### config.mk
export PLATFORM = sky130hd
export DESIGN_NAME = qsfp_i2c_arb
export DESIGN_NICKNAME = d
export VERILOG_FILES = /design/src/rtl/qsfp_i2c_arb.sv
export SDC_FILE = /design/constraint.sdc
export NUM_CORES = 1
export LEC_CHECK = 0
export BUFFER_PORTS_ARGS = -buffer_cell sky130_fd_sc_hd__buf_2
export CAP_MARGIN = 20
export CORE_ASPECT_RATIO = 1.75
export CORE_MARGIN = 2
export CORE_UTILIZATION = 30
export DETAILED_ROUTE_END_ITERATION = 6
export HOLD_SLACK_MARGIN = 0.08
export SETUP_SLACK_MARGIN = 0.05
export SLEW_MARGIN = 10
export SYNTH_ARGS = -nofsm -noshare
export SYNTH_HDL_FRONTEND = slang
export SYNTH_SLANG_ARGS = --single-unit
### constraint.sdc
create_clock -name clk -period 2.7 [get_ports clk]
set_clock_uncertainty 0.1 [all_clocks]
set_input_delay 0.81 -clock clk [delete_from_list [all_inputs] [get_ports clk]]
set_output_delay 0.81 -clock clk [all_outputs]
set_load 0.1 [all_outputs]
### src/rtl/qsfp_i2c_arb.sv
`default_nettype none
// ============================================================================
// Module   : qsfp_i2c_arb
// Purpose  : Shares the QSFP management I2C byte engine between host CSR
//            accesses and the background poller. Automatically inserts an
//            upper-page select write (byte 127) when an upper-memory access
//            targets a page other than the cached one.
// Revision : 1.0 - initial release
// ============================================================================
module qsfp_i2c_arb #(
  parameter int          TIMEOUT_CYCLES = 50000,
  parameter logic [7:0]  PAGE_SEL_ADDR  = 8'd127
) (
  input  logic       clk,
  input  logic       reset,
  input  logic       soft_reset,
  input  logic       host_req,
  input  logic       host_wr,
  input  logic [7:0] host_page,
  input  logic [7:0] host_offset,
  input  logic [7:0] host_wdata,
  output logic       host_gnt,
  output logic       host_done,
  output logic [7:0] host_rdata,
  output logic       host_err,
  input  logic       poll_req,
  input  logic       poll_wr,
  input  logic [7:0] poll_page,
  input  logic [7:0] poll_offset,
  input  logic [7:0] poll_wdata,
  output logic       poll_gnt,
  output logic       poll_done,
  output logic [7:0] poll_rdata,
  output logic       poll_err,
  output logic       poll_pause,
  output logic       i2c_cmd_valid,
  input  logic       i2c_cmd_ready,
  output logic       i2c_cmd_wr,
  output logic [7:0] i2c_cmd_addr,
  output logic [7:0] i2c_cmd_wdata,
  input  logic       i2c_rsp_valid,
  input  logic [7:0] i2c_rsp_data,
  input  logic       i2c_rsp_err,
  output logic [7:0] cur_page,
  output logic       page_valid,
  output logic       busy
);

  localparam logic [2:0] c_idle     = 3'd0;
  localparam logic [2:0] c_page_cmd = 3'd1;
  localparam logic [2:0] c_page_rsp = 3'd2;
  localparam logic [2:0] c_xfer_cmd = 3'd3;
  localparam logic [2:0] c_xfer_rsp = 3'd4;
  localparam logic [2:0] c_done     = 3'd5;

  // Last counter value spent in a response state before the access is failed
  localparam logic [15:0] c_tmo_last = 16'(TIMEOUT_CYCLES - 1);

  logic [2:0]  r_state;
  logic [2:0]  w_state_next;
  logic        r_owner_host;
  logic        r_wr;
  logic [7:0]  r_page;
  logic [7:0]  r_offset;
  logic [7:0]  r_wdata;
  logic [7:0]  r_rdata;
  logic        r_err;
  logic [7:0]  r_cur_page;
  logic        r_page_valid;
  logic [15:0] r_tmo_cnt;

  logic        w_grant_host;
  logic        w_grant_poll;
  logic        w_req_wr;
  logic [7:0]  w_req_page;
  logic [7:0]  w_req_offset;
  logic [7:0]  w_req_wdata;
  logic        w_need_page;
  logic        w_timeout;

  // Arbitration: host always wins; nothing is granted while aborting
  assign w_grant_host = (r_state == c_idle) && host_req && !soft_reset;
  assign w_grant_poll = (r_state == c_idle) && !host_req && poll_req && !soft_reset;

  assign w_req_wr     = host_req ? host_wr     : poll_wr;
  assign w_req_page   = host_req ? host_page   : poll_page;
  assign w_req_offset = host_req ? host_offset : poll_offset;
  assign w_req_wdata  = host_req ? host_wdata  : poll_wdata;

  // Upper memory (offset[7]=1) needs the page register to match the request
  assign w_need_page = w_req_offset[7] && (!r_page_valid || (w_req_page != r_cur_page));
  assign w_timeout   = (r_tmo_cnt == c_tmo_last);

  // State register
  always_ff @(posedge clk or posedge reset) begin
    if (reset) r_state <= c_idle;
    else       r_state <= w_state_next;
  end

  // Next-state logic; soft_reset overrides every other event
  always_comb begin
    w_state_next = r_state;
    if (soft_reset) begin
      w_state_next = c_idle;
    end else begin
      case (r_state)
        c_idle: begin
          if (w_grant_host || w_grant_poll)
            w_state_next = w_need_page ? c_page_cmd : c_xfer_cmd;
        end
        c_page_cmd: if (i2c_cmd_ready) w_state_next = c_page_rsp;
        c_page_rsp: begin
          if (i2c_rsp_valid)  w_state_next = i2c_rsp_err ? c_done : c_xfer_cmd;
          else if (w_timeout) w_state_next = c_done;
        end
        c_xfer_cmd: if (i2c_cmd_ready) w_state_next = c_xfer_rsp;
        c_xfer_rsp: if (i2c_rsp_valid || w_timeout) w_state_next = c_done;
        c_done:     w_state_next = c_idle;
        default:    w_state_next = c_idle;
      endcase
    end
  end

  // Outputs decoded from state and the latched request
  always_comb begin
    host_gnt      = w_grant_host;
    poll_gnt      = w_grant_poll;
    host_done     = (r_state == c_done) && r_owner_host;
    poll_done     = (r_state == c_done) && !r_owner_host;
    i2c_cmd_valid = (r_state == c_page_cmd) || (r_state == c_xfer_cmd);
    i2c_cmd_wr    = r_wr;
    i2c_cmd_addr  = r_offset;
    i2c_cmd_wdata = r_wdata;
    if (r_state == c_page_cmd) begin
      i2c_cmd_wr    = 1'b1;
      i2c_cmd_addr  = PAGE_SEL_ADDR;
      i2c_cmd_wdata = r_page;
    end
  end

  assign host_rdata = r_rdata;
  assign poll_rdata = r_rdata;
  assign host_err   = r_err;
  assign poll_err   = r_err;
  assign poll_pause = host_req;
  assign cur_page   = r_cur_page;
  assign page_valid = r_page_valid;
  assign busy       = (r_state != c_idle);

  // Request latch, page cache, response capture and response-wait timer
  always_ff @(posedge clk or posedge reset) begin
    if (reset) begin
      r_owner_host <= 1'b0;
      r_wr         <= 1'b0;
      r_page       <= 8'd0;
      r_offset     <= 8'd0;
      r_wdata      <= 8'd0;
      r_rdata      <= 8'd0;
      r_err        <= 1'b0;
      r_cur_page   <= 8'd0;
      r_page_valid <= 1'b0;
      r_tmo_cnt    <= 16'd0;
    end else if (soft_reset) begin
      r_rdata      <= 8'd0;
      r_err        <= 1'b0;
      r_cur_page   <= 8'd0;
      r_page_valid <= 1'b0;
      r_tmo_cnt    <= 16'd0;
    end else begin
      case (r_state)
        c_idle: begin
          if (w_grant_host || w_grant_poll) begin
            r_owner_host <= w_grant_host;
            r_wr         <= w_req_wr;
            r_page       <= w_req_page;
            r_offset     <= w_req_offset;
            r_wdata      <= w_req_wdata;
          end
        end
        c_page_cmd, c_xfer_cmd: r_tmo_cnt <= 16'd0;
        c_page_rsp: begin
          r_tmo_cnt <= r_tmo_cnt + 16'd1;
          if (i2c_rsp_valid) begin
            if (i2c_rsp_err) begin
              r_page_valid <= 1'b0;
              r_err        <= 1'b1;
              r_rdata      <= 8'd0;
            end else begin
              r_cur_page   <= r_page;
              r_page_valid <= 1'b1;
            end
          end else if (w_timeout) begin
            r_page_valid <= 1'b0;
            r_err        <= 1'b1;
            r_rdata      <= 8'd0;
          end
        end
        c_xfer_rsp: begin
          r_tmo_cnt <= r_tmo_cnt + 16'd1;
          if (i2c_rsp_valid) begin
            r_rdata <= r_wr ? 8'd0 : i2c_rsp_data;
            r_err   <= i2c_rsp_err;
            if (i2c_rsp_err) begin
              r_page_valid <= 1'b0;
            end else if (r_wr && (r_offset == PAGE_SEL_ADDR)) begin
              // A direct write to the page register moves the cache with it
              r_cur_page   <= r_wdata;
              r_page_valid <= 1'b1;
            end
          end else if (w_timeout) begin
            r_page_valid <= 1'b0;
            r_err        <= 1'b1;
            r_rdata      <= 8'd0;
          end
        end
        default: ;
      endcase
    end
  end

endmodule
`default_nettype wire

==> results.py <==
metrics = {
    "outcome": {
        "outcome": "finished clean",
    },
    "setup_path": {
        "endpoint": "i2c_cmd_wdata[4]",
        "r2r-end": "host_rdata[4]$_DFFE_PP0P_",
        "critPathRequiredTime_ps": 1790,
        "end_kind": "output port",
        "crit_type": "reg -> out",
        "cp-startpoint": "r_state[2]$_DFFE_PP0P_",
        "reg2reg_depth": 6,
        "crit-reg2reg-launch": "r_tmo_cnt[0]$_DFFE_PP0P_",
        "critPathLaunchType": "register",
        "critPathMaxFanout": 5,
        "rrSetupSlack_ps": 590,
        "cp.arrival_ps": 1760,
    },
    "synth": {
        "synth-adder-area-share": 0.00350,
        "syn-num-nets": 445,
        "synthXorXnorAreaFrac": 0.0319,
        "synth.most_common_cell": "dfrtp_1",
        "synth-compound-area-share": 0.151,
        "ys_ff_latch": 63,
        "yosys_most_used_dff": "dfrtp_1",
        "synth_top_cell_by_area": "dfrtp_1",
        "synth_top_area_frac": 0.441,
        "seq_area_frac_synth": 0.441,
        "synth_warnings": 0,
        "synthCells": 378,
        "synthMuxAreaShare": 0.123,
        "synth_top_family_by_area": "simple AND/OR/NAND/NOR gates",
        "ys_top_cells_by_count": "63 x dfrtp_1, 62 x nand2_1, 40 x o21ai_0",
        "synth-edff-count": 0,
        "netlist_area_um2": 3570,
        "async_flop_share": 1.00,
        "synth_area_leaders": "dfrtp_1 44%, mux2i_1 7.3%, nand2_1 6.5%",
        "ys_types": 50,
        "yosys.area_share.simple": 0.191,
        "syn-mean-instance-area_um2": 9.45,
    },
    "global_route": {
        "grt_max_degree": 52,
        "gr-total-overflow": 0,
        "grt_pass1_wl_mm": 16.2,
        "grt_usage": 0.165,
        "grt_pass1_vias": 3133,
        "antenna_found_initial": 0,
    },
    "pwr": {
        "p_per_area_nw_per_um2": 1280,
        "switching_share": 0.499,
        "power_frac_seq": 0.229,
        "pwr-share-comb": 0.601,
        "power.share.clock": 0.169,
        "p_int_mw": 3.21,
        "leakagePower_nw": 2.43,
        "vdd_drop_max_v": 0.00100,
        "p_switching_mw": 3.20,
        "total_power_mw": 6.41,
    },
    "clock_network": {
        "cts_root_buffer": "clkbuf_16",
        "cts_made_buffers": 9,
        "ctsHtreeMaxLevel": 3,
        "clock_latency_ps": 330,
        "clk_pin_slew_ps": 50,
        "cts_tree": "done",
        "postCtsHoldBufs": 0,
        "clockBufferDepth": 2,
        "cts_num_sinks": 63,
    },
    "min_path": {
        "min_path_type": "in -> async",
    },
    "floorplan": {
        "die_x_um": 86.5,
        "fp.coreArea_um2": 11600,
        "fp-row-count": 52,
        "die_h_um": 148,
        "start_util": 0.308,
        "pin_count": 117,
        "die_area_um2": 12800,
    },
    "timing": {
        "slew_viol_final": 0,
        "slew_headroom": 0.534,
        "setup_viol": 0,
        "fin_crit_ps": 2670,
        "rsz0062_at_grt": "yes",
        "tightest_slew_ps": 699,
        "hold_violations": 0,
        "max_freq_mhz": 374,
        "finalCritPeriodShare": 0.989,
    },
    "finish": {
        "nets": 559,
        "area_growth_pct": 40.5,
        "fin_area_um2": 5020,
        "layout-drive-gt1-share": 0.385,
        "num_antenna_cells": 0,
    },
    "place": {
        "place_area_um2": 4590,
        "dp_hpwl_mm": 7.69,
        "portBuffers": 116,
        "place_congestion": 0.857,
    },
    "routing": {
        "drt_first_pass_iters": 4,
        "drt-total-wl_mm": 10.3,
        "drc": 0,
        "drt_iter0_markers": 178,
        "dr_total_vias": 3156,
        "wire_per_inst_um": 16.4,
        "postRouteAntennaNets": 0,
        "vias_per_cell": 5.00,
    },
    "run": {
        "cap_violations": 0,
    },
}
## routing by layer
metal	track usage	up-vias	wire length, µm
met5	0	-	0
met4	0.0750	0	278
met3	0.0344	20	468
met2	0.283	97	5630
met1	0.195	1490	3950
li1	-	1549	-
## critical path: stages (launching register included)
cell and delay [ps]:
dfrtp_2 420, nor2b_4 140, nor2b_4 200, buf_6 160, mux2_4 330, buf_12 170
## flip-flops by register name, summed over array words and instances, names as in the netlist
register      flops
r_state           3
page_valid        1
r_page            8
r_offset          8
cur_page          8
r_tmo_cnt        16
host_rdata        8
r_owner_host      1
r_wr              1
host_err          1
r_wdata           8
## cells by family (layout without fill, tap and decap cells)
family          after synthesis  count (layout)
compound gates               88              88
mux                          42              42
simple gates                132             132
flops                        63              63
buf+inv                      39             157
fa+ha+maj                     1               1
xor+xnor                     13              13
## timing repair
action / in CTS / in global routing
setup endpoints to repair: 11 / 11
setup buffers: 0 / 4
resized for setup: 17 / 16
pin swaps: 1 / 1
## stage by stage
| step | hold WS, ps | cells | setup TNS (ps) | setup WS [ps] | util |
|---|---|---|---|---|---|
| finish | 380 | 631 | 0 | 29.4 | 0.433 |
| global route | 417 | 631 | -39.5 | -17.6 | 0.433 |
| CTS | 393 | 627 | 0 | 26.9 | 0.425 |
| detailed placement | 398 | 612 | 0 | 92.8 | 0.396 |
| global placement | 389 | 612 | 0 | 95.8 | 0.396 |
| floorplan | 371 | 378 | -365 | -146 | - |
## area by class of cell
| cell class | instances | area, µm² |
|---|---|---|
| clock buffers | 15 | 278 |
| fillers | 1131 | 6560 |
| inverters | 8 | 30.0 |
| multi-input cells | 276 | 1890 |
| flip-flops and latches | 63 | 1580 |
| well taps | 135 | 169 |
| repair buffers | 134 | 1080 |
## power groups by stage
| stage | Combinational, mW | Sequential (mW) | Clock [mW] |
|---|---|---|---|
| floorplan | 2.33 | 1.78 | 0 |
| global placement | 3.61 | 1.46 | 0 |
| detailed placement | 3.63 | 1.48 | 0 |
| CTS | 3.73 | 1.47 | 1.11 |
| global route | 4.01 | 1.51 | 1.15 |
| finish | 3.85 | 1.47 | 1.09 |
## layout by cell type, fill, tap and decap left out, drive strengths merged, types with 11 or more instances in the layout
cell / instances
nand2: 62
o21ai: 49
mux2i: 26
xor2: 11
a21oi: 16
nor2: 16
clkbuf: 15
dfrtp: 63
mux2: 16
buf: 134
## worst min-delay path by stage
stage | start | to
2_1_floorplan | r_wdata[0]$_DFFE_PP0P_ | r_wdata[0]$_DFFE_PP0P_
3_3_place_gp | r_page[0]$_DFFE_PP0P_ | r_page[0]$_DFFE_PP0P_
3_5_place_dp | r_wdata[2]$_DFFE_PP0P_ | r_wdata[2]$_DFFE_PP0P_
4_1_cts | reset | host_rdata[4]$_DFFE_PP0P_
5_1_grt | reset | host_rdata[7]$_DFFE_PP0P_
6_report | reset | host_rdata[4]$_DFFE_PP0P_
Power figures use the tool's default switching activity.
